===== src/rtl/reg16_byte_reader.sv =====
// Streams a snapshotted register word onto an 8-bit bus as two valid/ready byte transfers.
// Optional macro READ_HI_FIRST_EN sends the high byte first; the default sends the low byte first.
module reg16_byte_reader #(
  parameter int DATA_W = 16,
  parameter int BYTE_W = 8,
  parameter int CNT_W  = 8
) (
  input  logic              clk,
  input  logic              clr,
  input  logic [DATA_W-1:0] q_in,
  input  logic              start,
  input  logic              rd_ready,
  output logic [BYTE_W-1:0] bus_out,
  output logic              bus_valid,
  output logic              busy,
  output logic              done,
  output logic [CNT_W-1:0]  xfer_count
);

  typedef enum logic [1:0] {
    S_IDLE,
    S_SEND_FIRST,
    S_SEND_SECOND,
    S_DONE
  } state_e;

  state_e            state_q, state_d;
  logic [DATA_W-1:0] shadow_q, shadow_d;
  logic [BYTE_W-1:0] bus_out_q, bus_out_d;
  logic              bus_valid_q, bus_valid_d;
  logic              busy_q, busy_d;
  logic              done_q, done_d;
  logic [CNT_W-1:0]  cnt_q, cnt_d;

  logic [BYTE_W-1:0] first_byte, second_byte;
  logic              accept;

  // Byte order is taken from the next-cycle shadow so the first byte is ready on the capture edge.
`ifdef READ_HI_FIRST_EN
  assign first_byte  = shadow_d[DATA_W-1:BYTE_W];
  assign second_byte = shadow_d[BYTE_W-1:0];
`else
  assign first_byte  = shadow_d[BYTE_W-1:0];
  assign second_byte = shadow_d[DATA_W-1:BYTE_W];
`endif

  assign accept = bus_valid_q && rd_ready;

  always_comb begin
    // NOTE: every signal gets a default before the case so no path can infer a latch.
    state_d  = state_q;
    shadow_d = shadow_q;
    cnt_d    = cnt_q;

    unique case (state_q)
      S_IDLE: begin
        if (start) begin
          shadow_d = q_in;
          state_d  = S_SEND_FIRST;
        end
      end
      S_SEND_FIRST: begin
        if (accept) state_d = S_SEND_SECOND;
      end
      S_SEND_SECOND: begin
        if (accept) begin
          state_d = S_DONE;
          cnt_d   = cnt_q + CNT_W'(1);
        end
      end
      S_DONE: begin
        state_d = S_IDLE;
      end
      default: state_d = S_IDLE;
    endcase

    // Outputs are decoded from the next state so they come straight out of flops.
    bus_valid_d = (state_d == S_SEND_FIRST) || (state_d == S_SEND_SECOND);
    busy_d      = (state_d != S_IDLE);
    done_d      = (state_d == S_DONE);
    bus_out_d   = '0;
    if (state_d == S_SEND_FIRST)       bus_out_d = first_byte;
    else if (state_d == S_SEND_SECOND) bus_out_d = second_byte;
  end

  // NOTE: sequential state uses non-blocking assignments so all flops update together.
  always_ff @(posedge clk or posedge clr) begin
    if (clr) begin
      state_q     <= S_IDLE;
      shadow_q    <= '0;
      bus_out_q   <= '0;
      bus_valid_q <= 1'b0;
      busy_q      <= 1'b0;
      done_q      <= 1'b0;
      cnt_q       <= '0;
    end else begin
      state_q     <= state_d;
      shadow_q    <= shadow_d;
      bus_out_q   <= bus_out_d;
      bus_valid_q <= bus_valid_d;
      busy_q      <= busy_d;
      done_q      <= done_d;
      cnt_q       <= cnt_d;
    end
  end

  assign bus_out    = bus_out_q;
  assign bus_valid  = bus_valid_q;
  assign busy       = busy_q;
  assign done       = done_q;
  assign xfer_count = cnt_q;

endmodule


===== config.mk =====
export PLATFORM = sky130hd
export DESIGN_NAME = reg16_byte_reader
export DESIGN_NICKNAME = d
export VERILOG_FILES = /design/src/rtl/reg16_byte_reader.sv
export SDC_FILE = /design/constraint.sdc
export NUM_CORES = 1
export LEC_CHECK = 0
export CORE_MARGIN = 2
export CORE_UTILIZATION = 50
export CTS_BUF_LIST = sky130_fd_sc_hd__clkbuf_8
export CTS_CLUSTER_DIAMETER = 150
export DETAILED_ROUTE_END_ITERATION = 12
export MAX_ROUTING_LAYER = met4
export PLACE_DENSITY = 0.83
export SYNTH_ARGS = -nofsm -noshare
export SYNTH_HDL_FRONTEND = slang
export SYNTH_SLANG_ARGS = --single-unit

===== constraint.sdc =====
create_clock -name clk -period 2.5 [get_ports clk]
set_input_delay 0.5 -clock clk [delete_from_list [all_inputs] [get_ports clk]]
set_output_delay 0.5 -clock clk [all_outputs]
set_load 0.005 [all_outputs]

==> run summary <==
Setup violators final -> 0
Largest net degree at the start of global routing -> 38
Vias in the first global route -> 1025
CTS tree -> done
Clk_lat worst skew -> 0.28 ns
Utilization after layout -> 70.9%
Congestion Overflow GR -> 0
CP bufs+invs -> 1
CP Class -> in -> reg
Port buffer count -> 38
CP top delay family -> compound AO/OA/AOI/OAI gates
Cells after synthesis -> 103
Critical Path Source Type -> primary input
Area of the mapped netlist -> 1520 µm²
Area share of fa/ha/maj cells after synthesis -> 4.13%
Max Cap Viol -> 0
Maximum clock rate -> 0.458 GHz
Vias per std cell -> 5.32
# diodes -> 0
Critical Path AT -> 2.40 ns
Slew @ Worst Pin -> 0.550 ns
Worst-path cell chain -> clkdlybuf4s50_1 > o311ai_0 > ha_1 > nor2b_1 > a22o_2
Flop2flop setup slack -> 0.50 ns
DP HPWL -> 1980 µm
Number of buffers created by CTS -> 5
Syn nets -> 128
Num Clock Sinks -> 37
Max Slew Vio Count -> 0
Fin. Hold Viols -> 0
Worst Hold Class -> reg -> reg
RSZ-0062 raised after global routing -> no
Synth Area in Simple Gates -> 7.27%
Pwr dens -> 1090 nW/µm²
Share of cells above drive strength 1 -> 25.7%
Tmin final -> 2.18 ns
Post-cts gate resize count -> 0
Compound-Gate Fraction of Synth Area -> 7.10%
Num rows -> 19
Setup slack after layout -> 0.318 ns
Synthesized area per cell -> 14.7 µm²
Worst rel slew slack -> 62.8%
Status -> complete, no violations
Synth cell types -> 23
Die width -> 59.1 µm
Synthesis warning total -> 0
Largest stage delay, worst path -> 0.53 ns
Final Cycle Share -> 87.3%
FF+latch count, synth -> 37
Clock Skew -> 0.00624 ns
Setup Buffers After CTS -> 0
First-pass GRT wire length -> 4660 µm
Synth Area in XOR/XNOR -> 4.05%
Initial Util -> 53.6%
Die Y -> 59.1 µm
Initial antenna violation count -> 0
CORE AREA -> 2830 µm²
Drc violations -> 0
CP max-delay cell -> o311ai_0
Largest family of logic cells by synthesized area -> multiplexers
Reg-to-reg endpoint -> bus_out[7]$_DFF_PP0_
Leakage -> 0.921 nW
First-pass DRT Iterations -> 4
DRT iter0 DRCs -> 8
GR Util All Layers -> 19.4%
CTS Buffer Depth -> 2
Layout Nets -> 172
Design area -> 2010 µm²
Worst Hold Path Cells -> 1
Area delta synth->final -> 32.4%
Post-Place Worst Slack -> -0.00473 ns
Mux cell area share after synthesis -> 13.1%
RR Startpoint -> state_q[1]$_DFF_PP0_
Cts hold-fix bufs -> 0
Clock Pin Slew Worst Setup and Hold Paths -> 0.07 ns
IO Pins -> 39
Hold Path Origin -> xfer_count[7]$_DFFE_PP0P_
Placer Congestion -> 0.744
Critical Path RT -> 2.72 ns
Routed WL per cell -> 15.6 µm
Final wirelength -> 2800 µm
Min-Delay Endpoint -> xfer_count[7]$_DFFE_PP0P_
Layout fillers -> 220
Clock root cell -> clkbuf_8
Crit-path max FO -> 8
Post-DP Area -> 1920 µm²
Maximum vdd drop -> 0.000599 V
Antenna viol nets, final -> 0
FF-to-FF path depth -> 4
Setup TNS -> 0 ns
Worst setup EP type -> flip-flop
Die area -> 3490 µm²
Htree depth -> 2
Register area share after synthesis -> 61.1%
Vias -> 952
Yosys cell counts:
| library cell | n | area [µm²] |
|---|---|---|
| nor2_1 | 3 | 11.3 |
| nand4b_2 | 1 | 15.0 |
| xor2_1 | 6 | 52.6 |
| buf_8 | 1 | 15.0 |
| o311ai_0 | 1 | 8.76 |
| o311a_2 | 1 | 11.3 |
| nor3b_4 | 1 | 18.8 |
| nor3_1 | 2 | 10.0 |
| inv_1 | 4 | 15.0 |
| mux2_2 | 15 | 169 |
| xnor2_1 | 1 | 8.76 |
| nor4_1 | 1 | 6.26 |
| buf_1 | 2 | 7.51 |
| ha_1 | 5 | 62.6 |
| a22o_2 | 8 | 80.1 |
| nand3_1 | 4 | 20.0 |
| nor2b_1 | 1 | 6.26 |
| mux2_4 | 2 | 30.0 |
| or2b_1 | 1 | 7.51 |
| dfrtp_1 | 37 | 926 |
| buf_6 | 1 | 11.3 |
| nand2_1 | 4 | 15.0 |
| o21a_1 | 1 | 7.51 |
flip-flops by register name, summed over array words and instances (netlist names):
register / flops
bus_valid: 1
state_q: 2
busy: 1
done: 1
shadow_q: 16
bus_out: 8
xfer_count: 8
placed cells by master, fill, tap and decap left out, types with 2 or more instances in the layout:
cell and count:
xor2_1 6, clkinv_2 2, nor2_1 3, ha_1 5, mux2_4 2, clkdlybuf4s50_1 38, nand2_1 4, inv_1 5
a22o_2 8, dfrtp_1 37, nand3_1 4, clkbuf_8 5, nor3_1 2, buf_4 3, mux2_2 15
cell families (layout without fill, tap and decap cells):
group                      Yosys count  in the layout
DFF                                 37             37
buffers and inverters                8             53
AOI/OAI and AO/OA                   11             11
muxes                               17             17
xor gates and xnor gates             7              7
and+or+nand+nor                     18             18
adders and majority gates            5              5
per-layer routing:
metal | share of wire, % | track usage, % | routed length (µm) | vias up
li1 | - | - | - | 447
met1 | 41 | 21.9 | 1150 | 473
met2 | 53 | 31.6 | 1480 | 30
met3 | 5.4 | 7.21 | 150 | 2
met4 | 0.46 | 6.82 | 13 | 0
met5 | 0 | - | 0 | -
power by group:
| group | switching, mW | internal, mW |
|---|---|---|
| clock | 0.188 | 0.189 |
| combinational | 0.319 | 0.515 |
| sequential | 0.124 | 0.846 |
| total | 0.632 | 1.55 |
per-stage QoR:
step | power [mW] | hold WS (ns) | cells
floorplan | 1.47 | 0.465 | 103
global placement | 1.77 | 0.458 | 171
detailed placement | 1.82 | 0.466 | 171
CTS | 2.22 | 0.479 | 179
global route | 2.33 | 0.509 | 179
finish | 2.18 | 0.475 | 179
area by class of cell:
cell class / instances / area [µm²] / area share, %
Inverter: 4 / 15.0 / 0.749
Sequential cell: 37 / 926 / 46.2
Timing Repair Buffer: 41 / 403 / 20.1
Clock inverter: 3 / 13.8 / 0.686
Clock buffer: 5 / 68.8 / 3.43
Multi-Input combinational cell: 58 / 541 / 26.9
Tap cell: 31 / 38.8 / 1.93
worst max path at each step:
stage	cells past startpoint	endpoint	slack, ns	from
floorplan	7	bus_out[0]$_DFF_PP0_	0.69	state_q[1]$_DFF_PP0_
global placement	5	bus_out[5]$_DFF_PP0_	0.10	start
detailed placement	5	bus_out[4]$_DFF_PP0_	-0.005	start
CTS	5	bus_out[7]$_DFF_PP0_	0.27	start
global route	5	bus_out[4]$_DFF_PP0_	0.19	start
finish	5	bus_out[7]$_DFF_PP0_	0.32	start
Note: power is estimated with default switching activity, not from simulation.
